===== src/rtl/dmi_sb_responder.sv =====
// rtl/dmi_sb_responder.sv - DMI debug-module responder with a 32-bit system-bus master.
// Optional macro DMI_SB_TIMEOUT_EN aborts a stalled system-bus transfer after SB_TIMEOUT cycles.
module dmi_sb_responder #(
  parameter logic [31:0] DMSTATUS_VAL = 32'h0000_0C82,
  parameter int          SB_TIMEOUT   = 256
) (
  input  logic        clock,
  input  logic        reset,
  input  logic        creq_vld,
  input  logic [40:0] creq_data,
  output logic        creq_rdy,
  output logic        cresp_vld,
  output logic [33:0] cresp_data,
  input  logic        cresp_rdy,
  output logic        waen,
  output logic [31:0] waddr,
  output logic        wden,
  output logic [31:0] wdata,
  output logic [3:0]  wmask,
  input  logic        wardy,
  input  logic        wdrdy,
  input  logic        wbvld,
  output logic        raen,
  output logic [31:0] raddr,
  output logic        rden,
  input  logic [31:0] rdata,
  input  logic        rardy,
  input  logic        rdrdy
);

  localparam logic [6:0] A_DMCONTROL = 7'h10;
  localparam logic [6:0] A_DMSTATUS  = 7'h11;
  localparam logic [6:0] A_SBCS      = 7'h38;
  localparam logic [6:0] A_SBADDR0   = 7'h39;
  localparam logic [6:0] A_SBDATA0   = 7'h3C;
  localparam logic [1:0] OP_RD = 2'd1;
  localparam logic [1:0] OP_WR = 2'd2;
  localparam logic [1:0] OP_RSV = 2'd3;

  typedef enum logic [1:0] {DMI_IDLE, DMI_EXEC, DMI_RESP} dmi_state_t;
  typedef enum logic [2:0] {SB_IDLE, SB_WR, SB_WRESP, SB_RD_A, SB_RD_D} sb_state_t;

  dmi_state_t dmi_state, dmi_next;
  sb_state_t  sb_state, sb_next;

  logic [6:0]  req_addr;
  logic [31:0] req_data;
  logic [1:0]  req_op;
  logic [1:0]  dmcontrol;
  logic [31:0] sbaddress0, sbdata0;
  logic        sbbusyerror, sbreadonaddr, sbautoincrement, sbreadondata;
  logic [2:0]  sberror;

  logic        exec, sb_busy, sb_blocked, busy_hit;
  logic        trig_wr, trig_rd, trig_unaligned;
  logic [31:0] trig_addr, sbcs_val, reg_rdata, rsp_data;
  logic [1:0]  rsp_code;
  logic        sb_done, rd_done, sb_timeout;

  assign wmask    = 4'hF;
  assign exec     = (dmi_state == DMI_EXEC);
  assign sb_busy  = (sb_state != SB_IDLE);
  assign sb_blocked = sbbusyerror || (sberror != 3'd0);
  assign busy_hit = exec && sb_busy && (req_op == OP_RD || req_op == OP_WR) &&
                    (req_addr == A_SBADDR0 || req_addr == A_SBDATA0);

  // The read-on-address trigger uses the freshly written address, not the stored one.
  assign trig_wr = exec && !sb_busy && !sb_blocked && req_op == OP_WR && req_addr == A_SBDATA0;
  assign trig_rd = exec && !sb_busy && !sb_blocked &&
                   ((req_op == OP_WR && req_addr == A_SBADDR0 && sbreadonaddr) ||
                    (req_op == OP_RD && req_addr == A_SBDATA0 && sbreadondata));
  assign trig_addr      = (req_addr == A_SBADDR0) ? req_data : sbaddress0;
  assign trig_unaligned = (trig_addr[1:0] != 2'd0);

  assign sbcs_val = {3'd1, 6'd0, sbbusyerror, sb_busy, sbreadonaddr, 3'd2,
                     sbautoincrement, sbreadondata, sberror, 6'd0, 6'h24};

  always_comb begin
    reg_rdata = '0;
    case (req_addr)
      A_DMCONTROL: reg_rdata = {30'd0, dmcontrol};
      A_DMSTATUS:  reg_rdata = DMSTATUS_VAL;
      A_SBCS:      reg_rdata = sbcs_val;
      A_SBADDR0:   reg_rdata = sbaddress0;
      A_SBDATA0:   reg_rdata = sbdata0;
      default:     reg_rdata = '0;
    endcase
  end

  always_comb begin
    rsp_data = '0;
    rsp_code = 2'd0;
    if (req_op == OP_RSV)      rsp_code = 2'd2;
    else if (busy_hit)         rsp_code = 2'd3;
    else if (req_op == OP_RD)  rsp_data = reg_rdata;
  end

  always_ff @(posedge clock) begin
    if (!reset) dmi_state <= DMI_IDLE;
    else        dmi_state <= dmi_next;
  end

  always_comb begin
    dmi_next = dmi_state;
    case (dmi_state)
      DMI_IDLE: if (creq_vld && creq_rdy) dmi_next = DMI_EXEC;
      DMI_EXEC: dmi_next = DMI_RESP;
      DMI_RESP: if (cresp_vld && cresp_rdy) dmi_next = DMI_IDLE;
      default:  dmi_next = DMI_IDLE;
    endcase
  end

  // cresp_vld rises one cycle into RESP, giving the two-cycle accept-to-response latency.
  always_ff @(posedge clock) begin
    if (!reset) begin
      creq_rdy   <= 1'b0;
      cresp_vld  <= 1'b0;
      cresp_data <= '0;
      req_addr   <= '0;
      req_data   <= '0;
      req_op     <= '0;
    end else begin
      creq_rdy  <= (dmi_next == DMI_IDLE);
      cresp_vld <= (dmi_state == DMI_RESP) && !(cresp_vld && cresp_rdy);
      if (dmi_state == DMI_IDLE && creq_vld && creq_rdy) begin
        req_addr <= creq_data[40:34];
        req_data <= creq_data[33:2];
        req_op   <= creq_data[1:0];
      end
      if (exec) cresp_data <= {rsp_data, rsp_code};
    end
  end

`ifdef DMI_SB_TIMEOUT_EN
  localparam logic [31:0] SB_TO_LAST = 32'(SB_TIMEOUT - 1);
  logic [31:0] sb_cnt;
  always_ff @(posedge clock) begin
    if (!reset || sb_state == SB_IDLE) sb_cnt <= '0;
    else                               sb_cnt <= sb_cnt + 32'd1;
  end
  assign sb_timeout = sb_busy && (sb_cnt == SB_TO_LAST);
`else
  logic unused_timeout;
  assign unused_timeout = (SB_TIMEOUT != 0);
  assign sb_timeout = 1'b0;
`endif

  always_ff @(posedge clock) begin
    if (!reset) sb_state <= SB_IDLE;
    else        sb_state <= sb_next;
  end

  always_comb begin
    sb_next = sb_state;
    sb_done = 1'b0;
    rd_done = 1'b0;
    case (sb_state)
      SB_IDLE: begin
        if (trig_wr && !trig_unaligned)      sb_next = SB_WR;
        else if (trig_rd && !trig_unaligned) sb_next = SB_RD_A;
      end
      SB_WR:    if ((!waen || wardy) && (!wden || wdrdy)) sb_next = SB_WRESP;
      SB_WRESP: if (wbvld) begin sb_next = SB_IDLE; sb_done = 1'b1; end
      SB_RD_A:  if (rardy) sb_next = SB_RD_D;
      SB_RD_D:  if (rdrdy) begin sb_next = SB_IDLE; sb_done = 1'b1; rd_done = 1'b1; end
      default:  sb_next = SB_IDLE;
    endcase
    if (sb_timeout) begin
      sb_next = SB_IDLE;
      sb_done = 1'b0;
      rd_done = 1'b0;
    end
  end

  always_ff @(posedge clock) begin
    if (!reset) begin
      waen  <= 1'b0;
      wden  <= 1'b0;
      raen  <= 1'b0;
      rden  <= 1'b0;
      waddr <= '0;
      wdata <= '0;
      raddr <= '0;
    end else begin
      if (sb_state == SB_IDLE && sb_next == SB_WR) begin
        waen  <= 1'b1;
        wden  <= 1'b1;
        waddr <= sbaddress0;
        wdata <= req_data;
      end
      if (sb_state == SB_IDLE && sb_next == SB_RD_A) begin
        raen  <= 1'b1;
        raddr <= trig_addr;
      end
      if (sb_state == SB_WR) begin
        if (wardy) waen <= 1'b0;
        if (wdrdy) wden <= 1'b0;
      end
      if (sb_state == SB_RD_A && rardy) begin
        raen <= 1'b0;
        rden <= 1'b1;
      end
      if (sb_state == SB_RD_D && rdrdy) rden <= 1'b0;
      if (sb_timeout) begin
        waen <= 1'b0;
        wden <= 1'b0;
        raen <= 1'b0;
        rden <= 1'b0;
      end
    end
  end

  // Error sets are placed after the DMI writes so a set beats a same-cycle W1C.
  always_ff @(posedge clock) begin
    if (!reset) begin
      dmcontrol       <= '0;
      sbaddress0      <= '0;
      sbdata0         <= '0;
      sbbusyerror     <= 1'b0;
      sbreadonaddr    <= 1'b0;
      sbautoincrement <= 1'b0;
      sbreadondata    <= 1'b0;
      sberror         <= '0;
    end else begin
      if (exec) begin
        if (busy_hit) begin
          sbbusyerror <= 1'b1;
        end else if (req_op == OP_WR) begin
          case (req_addr)
            A_DMCONTROL: dmcontrol <= req_data[1:0];
            A_SBCS: begin
              if (req_data[22]) sbbusyerror <= 1'b0;
              sberror         <= sberror & ~req_data[14:12];
              sbreadonaddr    <= req_data[20];
              sbautoincrement <= req_data[16];
              sbreadondata    <= req_data[15];
            end
            A_SBADDR0: sbaddress0 <= req_data;
            A_SBDATA0: sbdata0    <= req_data;
            default: ;
          endcase
        end
        if ((trig_wr || trig_rd) && trig_unaligned) sberror <= 3'd3;
      end
      if (rd_done) sbdata0 <= rdata;
      if (sb_done && sbautoincrement) sbaddress0 <= sbaddress0 + 32'd4;
      if (sb_timeout) sberror <= 3'd1;
    end
  end

endmodule


===== config.mk =====
export PLATFORM = sky130hd
export DESIGN_NAME = dmi_sb_responder
export DESIGN_NICKNAME = d
export VERILOG_FILES = /design/src/rtl/dmi_sb_responder.sv
export SDC_FILE = /design/constraint.sdc
export NUM_CORES = 1
export LEC_CHECK = 0
export CAP_MARGIN = 20
export CORE_MARGIN = 2
export CORE_UTILIZATION = 40
export CTS_BUF_LIST = sky130_fd_sc_hd__clkbuf_4
export CTS_CLUSTER_DIAMETER = 80
export DETAILED_ROUTE_END_ITERATION = 16
export PLACE_DENSITY_LB_ADDON = 0.05
export SLEW_MARGIN = 10
export SYNTH_ARGS = -nofsm -noshare
export SYNTH_HDL_FRONTEND = slang
export SYNTH_SLANG_ARGS = --single-unit

===== constraint.sdc =====
create_clock -name clock -period 5.46 [get_ports clock]
set_input_delay 1.092 -clock clock [delete_from_list [all_inputs] [get_ports clock]]
set_output_delay 1.092 -clock clock [all_outputs]
set_load 0.05 [all_outputs]

==> results of run 1 <==
-- cells in the mapped netlist, types with 2 or more instances --
library cell / number / area [sq um]
a211oi_1: 6 / 45.0
a21boi_0: 2 / 15.0
a21oi_1: 127 / 636
a221oi_1: 10 / 87.6
a22o_1: 7 / 61.3
a22oi_1: 18 / 135
a2bb2oi_1: 5 / 43.8
a31oi_1: 45 / 282
a41oi_1: 3 / 26.3
and2_1: 8 / 50.1
and3_1: 11 / 68.8
and3b_1: 4 / 35.0
and4_1: 9 / 78.8
buf_2: 8 / 40.0
buf_4: 4 / 30.0
buf_6: 6 / 67.6
clkbuf_1: 98 / 368
dfxtp_1: 255 / 5100
ha_1: 4 / 50.1
inv_1: 16 / 60.1
mux2_2: 24 / 270
mux2i_1: 6 / 60.1
nand2_1: 380 / 1430
nand2b_1: 4 / 25.0
nand3_1: 31 / 155
nand4_1: 51 / 319
nand4b_1: 2 / 17.5
nor2_1: 30 / 113
nor2b_1: 3 / 18.8
nor3_1: 10 / 50.1
nor3b_1: 3 / 22.5
nor4_1: 6 / 37.5
o2111ai_1: 4 / 35.0
o211a_1: 2 / 20.0
o211ai_1: 10 / 75.1
o21a_1: 5 / 37.5
o21ai_0: 114 / 571
o21ai_1: 2 / 10.0
o311ai_0: 2 / 17.5
o31a_1: 2 / 17.5
o32a_1: 4 / 40.0
or3_1: 11 / 68.8
or4_1: 5 / 37.5
-- stage by stage --
| step | instance area (sq um) | total power, mW | setup slack (ps) | utilization |
|---|---|---|---|---|
| 5_1_grt | 14000 | 3.94 | 1890 | 0.523 |
| 3_3_place_gp | 13200 | 2.15 | 1880 | 0.492 |
| 3_5_place_dp | 13200 | 2.15 | 1860 | 0.492 |
| 6_report | 14000 | 3.77 | 2200 | 0.523 |
| 4_1_cts | 14000 | 3.82 | 2170 | 0.523 |
| 2_1_floorplan | 10900 | 2.04 | 2620 | - |
-- power by group --
| group | total [mW] | internal [mW] | leakage, nW | switching, mW |
|---|---|---|---|---|
| Sequential | 1.92 | 1.88 | 2.06 | 0.0414 |
| Clock | 1.66 | 0.864 | 0.509 | 0.794 |
| Combinational | 0.189 | 0.0798 | 2.10 | 0.109 |
-- metal layers --
metal	GRT usage	up-vias	part of all wire
met4	0.0993	0	0.023
li1	-	5267	-
met3	0.0837	66	0.094
met2	0.367	452	0.39
met5	0	-	0
met1	0.406	5143	0.49
-- area by class of cell --
cell class,instances,area [sq um]
diodes,1,2.50
clock buffers,104,781
multi-input cells,988,5250
repair buffers,240,2340
flip-flops and latches,255,5100
inverters,16,62.6
well taps,341,427
clock inverters,13,51.3
fillers,2695,12800
-- state kept, by name, summed over array words and instances, names as in the netlist, 2 cells and up --
name	cells
waddr	32
raddr	32
req_addr	7
dmcontrol	2
sbaddress0	32
sbdata0	32
dmi_state	2
sberror	3
req_data	32
req_op	2
wdata	32
sb_state	3
cresp_data	34
-- worst max-delay path by stage --
| stage | slack (ps) | end | depth (start not counted) |
|---|---|---|---|
| floorplan | 2620 | sbaddress0[30]$_SDFFE_PN0P_ | 7 |
| global placement | 1880 | sbaddress0[8]$_SDFFE_PN0P_ | 6 |
| detailed placement | 1860 | sbaddress0[8]$_SDFFE_PN0P_ | 6 |
| CTS | 2170 | raddr[5]$_SDFFE_PN0P_ | 6 |
| global route | 1890 | raddr[2]$_SDFFE_PN0P_ | 6 |
| finish | 2200 | raddr[5]$_SDFFE_PN0P_ | 6 |
-- critical path: stages, from the launching register on --
cell     delay, ps
dfxtp_1        350
or3b_1         460
or4_1          640
a22oi_2        210
buf_4          350
and2_1         810
o21ai_0        230
-- cell families after synthesis --
kind of cell / share of synthesized area
AOI/OAI and AO/OA: 0.208
adders and majority gates: 0.00460
buffers and inverters: 0.0528
DFF: 0.469
muxes: 0.0303
other: 0.000344
and+or+nand+nor: 0.235
==> impl_results.md, run 1 <==
* Worst Hold Depth at 2
* Tmin final at 3260 ps
* Worst Setup SP: req_addr[2]$_SDFFE_PN0P_
* Post-route insts no fill at between 1500 and 2000
* Drt via density at 5.58
* Slew HR at 0.340
* Number of global-route vias before repair at 10500
* Port bufs at 217
* Core area at between 20000 and 30000 sq um
* Max clock buf depth at 3
* Pleak at approximately 4.7 nW
* Post-Route WL at 39.1 mm
* Fin crit share at 0.597
* Cell Pwr Density at about 270 nW/um^2
* Nets at approximately 1700
* Clock root cell: clkbuf_4
* Resize count post-CTS at 0
* Synth Cell Area at about 11000 sq um
* Residual DRC at 0
* Crit. End Element: register
* Worst-Margin Slew at 990 ps
* Crit path DAT at 3740 ps
* Ys async rst share at 0
* Chip Width at 169 um
* Overflow after GRT at 0
* Peak VDD IR at 0.128 mV
* Fraction of layout instances using a drive strength above 1 at 0.105
* CTS tree: done
* Critical path class: register to register
* 1st-iter DRT viols at 998
* # hold bufs at CTS at 0
* Cell total after placement at 1840
* Worst skew pair latency at 660 ps
* Clock transition at the registers of the reported paths at approximately 60 ps
* Post-CTS Setup Bufs at 0
* Critical Path RT at between 5000 and 6000 ps
* Sink Count at 255
* Initial Util at 0.406
* Hold path endpoint: cresp_data[8]$_SDFFE_PN0N_
* Mapped Avg Cell Area at 7.92 sq um
* Clk_skew at approximately 36 ps
* DIE AREA at 28500 sq um
* Die H at about 170 um
* Synthesized instance count at 1374
* Worst R2R Path Depth at 6
* DR WL/cell at 19.9 um
* Outcome: finished clean
* IO Count at 222
* Crit Reg-Reg Startpoint: req_addr[2]$_SDFFE_PN0P_
* First-pass detailed-route iteration total at 5
* Post-route ant nets at 0
* Most frequent cells in the layout: 380 x nand2_1, 255 x dfxtp_1, 216 x clkdlybuf4s50_1
* Via count at 10900
* Std cell rows at 60
* Hold crit path type: register to register
* Gr usage total at 0.273
* EDFF count, synth at 0
* Post-DP HPWL at 26.4 mm
* Area delta synth->final at 28.8%
* Most common cell after layout, fill and taps aside: nand2_1
* Global-route wire length before repair at 61.1 mm
* CP Launch Type: register
* R2R Path End: raddr[5]$_SDFFE_PN0P_
* Synth cell types at 60
* Largest net degree at the start of global routing at 96
* Reg-to-reg slack, setup at ~2200 ps
* Slew Viols, Final at 0
* Final hold slack at 449 ps
* Total Neg Setup Slack at 0 ps
* GP Congestion at 0.897
* #FFs+latches synth at 255
* Main flop type after synthesis: dfxtp_1
* Final setup violation count at 0
* Fin. Hold Viols at 0
* CTS Buf Count at 72
* Initial antenna violation count at 1
* RSZ-0062 raised after global routing: no
* Max_cap viols at 0
* CP Max Fanout at 32
* Post-synthesis sequential area ratio at 0.469
* Fmax achieved at just over 0.3 GHz
* Htree depth at 3
* Min-delay src: cresp_data[8]$_SDFFE_PN0N_
* Yosys warning count at 0
Note: power is estimated with default switching activity, not from simulation.
==> inputs of run 2 (changes only) <==
Clock period 5.46 ns to 2.61 ns, I/O delays scaled along.
==> impl_results.md, run 2 (synthesized netlist as in run 1, its figures left out) <==
* Peak VDD IR at 0.331 mV
* Cell Pwr Density at ~560 nW/um^2
* Post-Route WL at 38.6 mm
* Post-CTS Setup Bufs at 0
* Number of global-route vias before repair at 10400
* Clock transition at the registers of the reported paths at about 70 ps
* Top reg by flops: cresp_data
* Port bufs at 217
* Critical path class: register to register
* CP Max Fanout at 35
* Worst-Margin Slew at 653 ps
* Post-route ant nets at 0
* First-pass detailed-route iteration total at 5
* Tmin final at 2480 ps
* Initial antenna violation count at 1
* Crit path DAT at between 3000 and 4000 ps
* Fraction of layout instances using a drive strength above 1 at 0.124
* Post-route insts no fill at slightly below 2000
* PnR Total Power at 8.09 mW
* Pleak at about 5 nW
* Clock root cell: clkbuf_4
* Largest register FFs at 34
* Slew HR at 0.565
* Crit Reg-Reg Startpoint: req_addr[2]$_SDFFE_PN0P_
* Outcome: finished clean
* Htree depth at 3
* Max_cap viols at 0
* Reg-to-reg slack, setup at 130 ps
* Residual DRC at 0
* Largest net degree at the start of global routing at ~120
* Clk_skew at 27.1 ps
* RSZ-0062 raised after global routing: no
* Sink Count at 255
* Area delta synth->final at 32.7%
* Slew Viols, Final at 0
* Std cell rows at 60
* Most frequent cells in the layout: 380 x nand2_1, 255 x dfxtp_1, 216 x clkdlybuf4s50_1
* Nets at 1693
* Worst Hold Depth at 2
* Fmax achieved at 0.402 GHz
* # hold bufs at CTS at 0
* Overflow after GRT at 0
* Final core occ at 0.539
* GP Congestion at just over 0.9
* Drt via density at 5.53
* Global-route wire length before repair at 59.5 mm
* DR WL/cell at 19.4 um
* Cell total after placement at 1875
* Initial Util at 0.406
* Max clock buf depth at 3
* DIE AREA at 28500 sq um
* Hold crit path type: input pin to register
* R2R Path End: waddr[12]$_SDFFE_PN0P_
* Critical Path RT at 3200 ps
* Core area at between 20000 and 30000 sq um
* Fin. Hold Viols at 0
* Min-delay src: reset
* Hold path endpoint: rden$_SDFFE_PP0P_
* Via count at 11000
* 1st-iter DRT viols at about 850
* Total Neg Setup Slack at 0 ps
* Fin crit share at 0.952
* Gr usage total at 0.266
* Chip Width at 169 um
* Post-DP HPWL at 26.7 mm
* CP Launch Type: register
* CTS Buf Count at 71
* Most common cell after layout, fill and taps aside: nand2_1
* Worst skew pair latency at 660 ps
* Die H at 169 um
* Worst R2R Path Depth at 6
* IO Count at 222
* Crit. End Element: register
* Final setup violation count at 0
* CTS tree: done
## run 2: cell types whose count changed in the layout (fill, tap and decap cells not counted)
| cell | delta |
|---|---|
| buf_4 | +25 |
| buf_6 | +1 |
| bufinv_16 | +2 |
| inv_2 | -2 |
| buf_12 | +9 |
| clkinv_1 | -4 |
| clkbuf_4 | +1 |
## run 2: report_power, final
part / leakage, nW / switching, mW / internal (mW) / total, mW
registers: 2.06 / 0.0852 / 3.93 / 4.02
clock network: 0.527 / 1.65 / 2.01 / 3.66
logic: 2.32 / 0.227 / 0.184 / 0.411
total: 4.90 / 1.96 / 6.13 / 8.09
## run 2: worst max path at each step
stage	from	endpoint	slack, ps	depth (start not counted)
5_1_grt	req_addr[2]$_SDFFE_PN0P_	wdata[11]$_SDFFE_PN0P_	20	6
4_1_cts	req_addr[2]$_SDFFE_PN0P_	wdata[9]$_SDFFE_PN0P_	80	6
6_report	req_addr[2]$_SDFFE_PN0P_	waddr[12]$_SDFFE_PN0P_	130	6
2_1_floorplan	req_addr[6]$_SDFFE_PN0P_	waddr[3]$_SDFFE_PN0P_	140	8
3_5_place_dp	rdrdy	sbaddress0[30]$_SDFFE_PN0P_	30	7
3_3_place_gp	rdrdy	sbaddress0[8]$_SDFFE_PN0P_	40	6
## run 2: final cells by class
| type | instances | area (sq um) |
|---|---|---|
| clock buffers | 105 | 788 |
| diodes | 1 | 2.50 |
| repair buffers | 275 | 2720 |
| clock inverters | 9 | 88.8 |
| flip-flops and latches | 255 | 5100 |
| fillers | 2673 | 12400 |
| well taps | 341 | 427 |
| inverters | 16 | 62.6 |
| multi-input cells | 988 | 5250 |
## run 2: metal layers
layer | part of all wire | wire length, um | track usage | vias up
met2 | 0.40 | 15400 | 0.362 | 480
met1 | 0.48 | 18400 | 0.397 | 5143
met3 | 0.10 | 3980 | 0.0790 | 49
met5 | 0 | 0 | 0 | -
met4 | 0.019 | 736 | 0.0836 | 0
li1 | - | - | - | 5335
## run 2: what timing repair did
action                     4_1_cts  5_1_grt
hold endpoints to repair         0        0
resized for setup                0        1
setup endpoints to repair        0       19
## run 2: metrics by stage
| step | area [sq um] | hold slack [ps] | worst slack (ps) |
|---|---|---|---|
| final | 14400 | 221 | 125 |
| after global routing | 14400 | 195 | 17.9 |
| after CTS | 14400 | 162 | 83.6 |
| after detailed placement | 13600 | 442 | 31.1 |
| after global placement | 13600 | 437 | 39.9 |
| after floorplan | 10900 | 426 | 143 |
## run 2: critical path, cell delays in order (launching register included)
cell       delay (ps)
dfxtp_1           360
or3b_1            380
or4_1             620
a2111oi_4         460
buf_12            270
nand2_1           130
a21oi_1           170
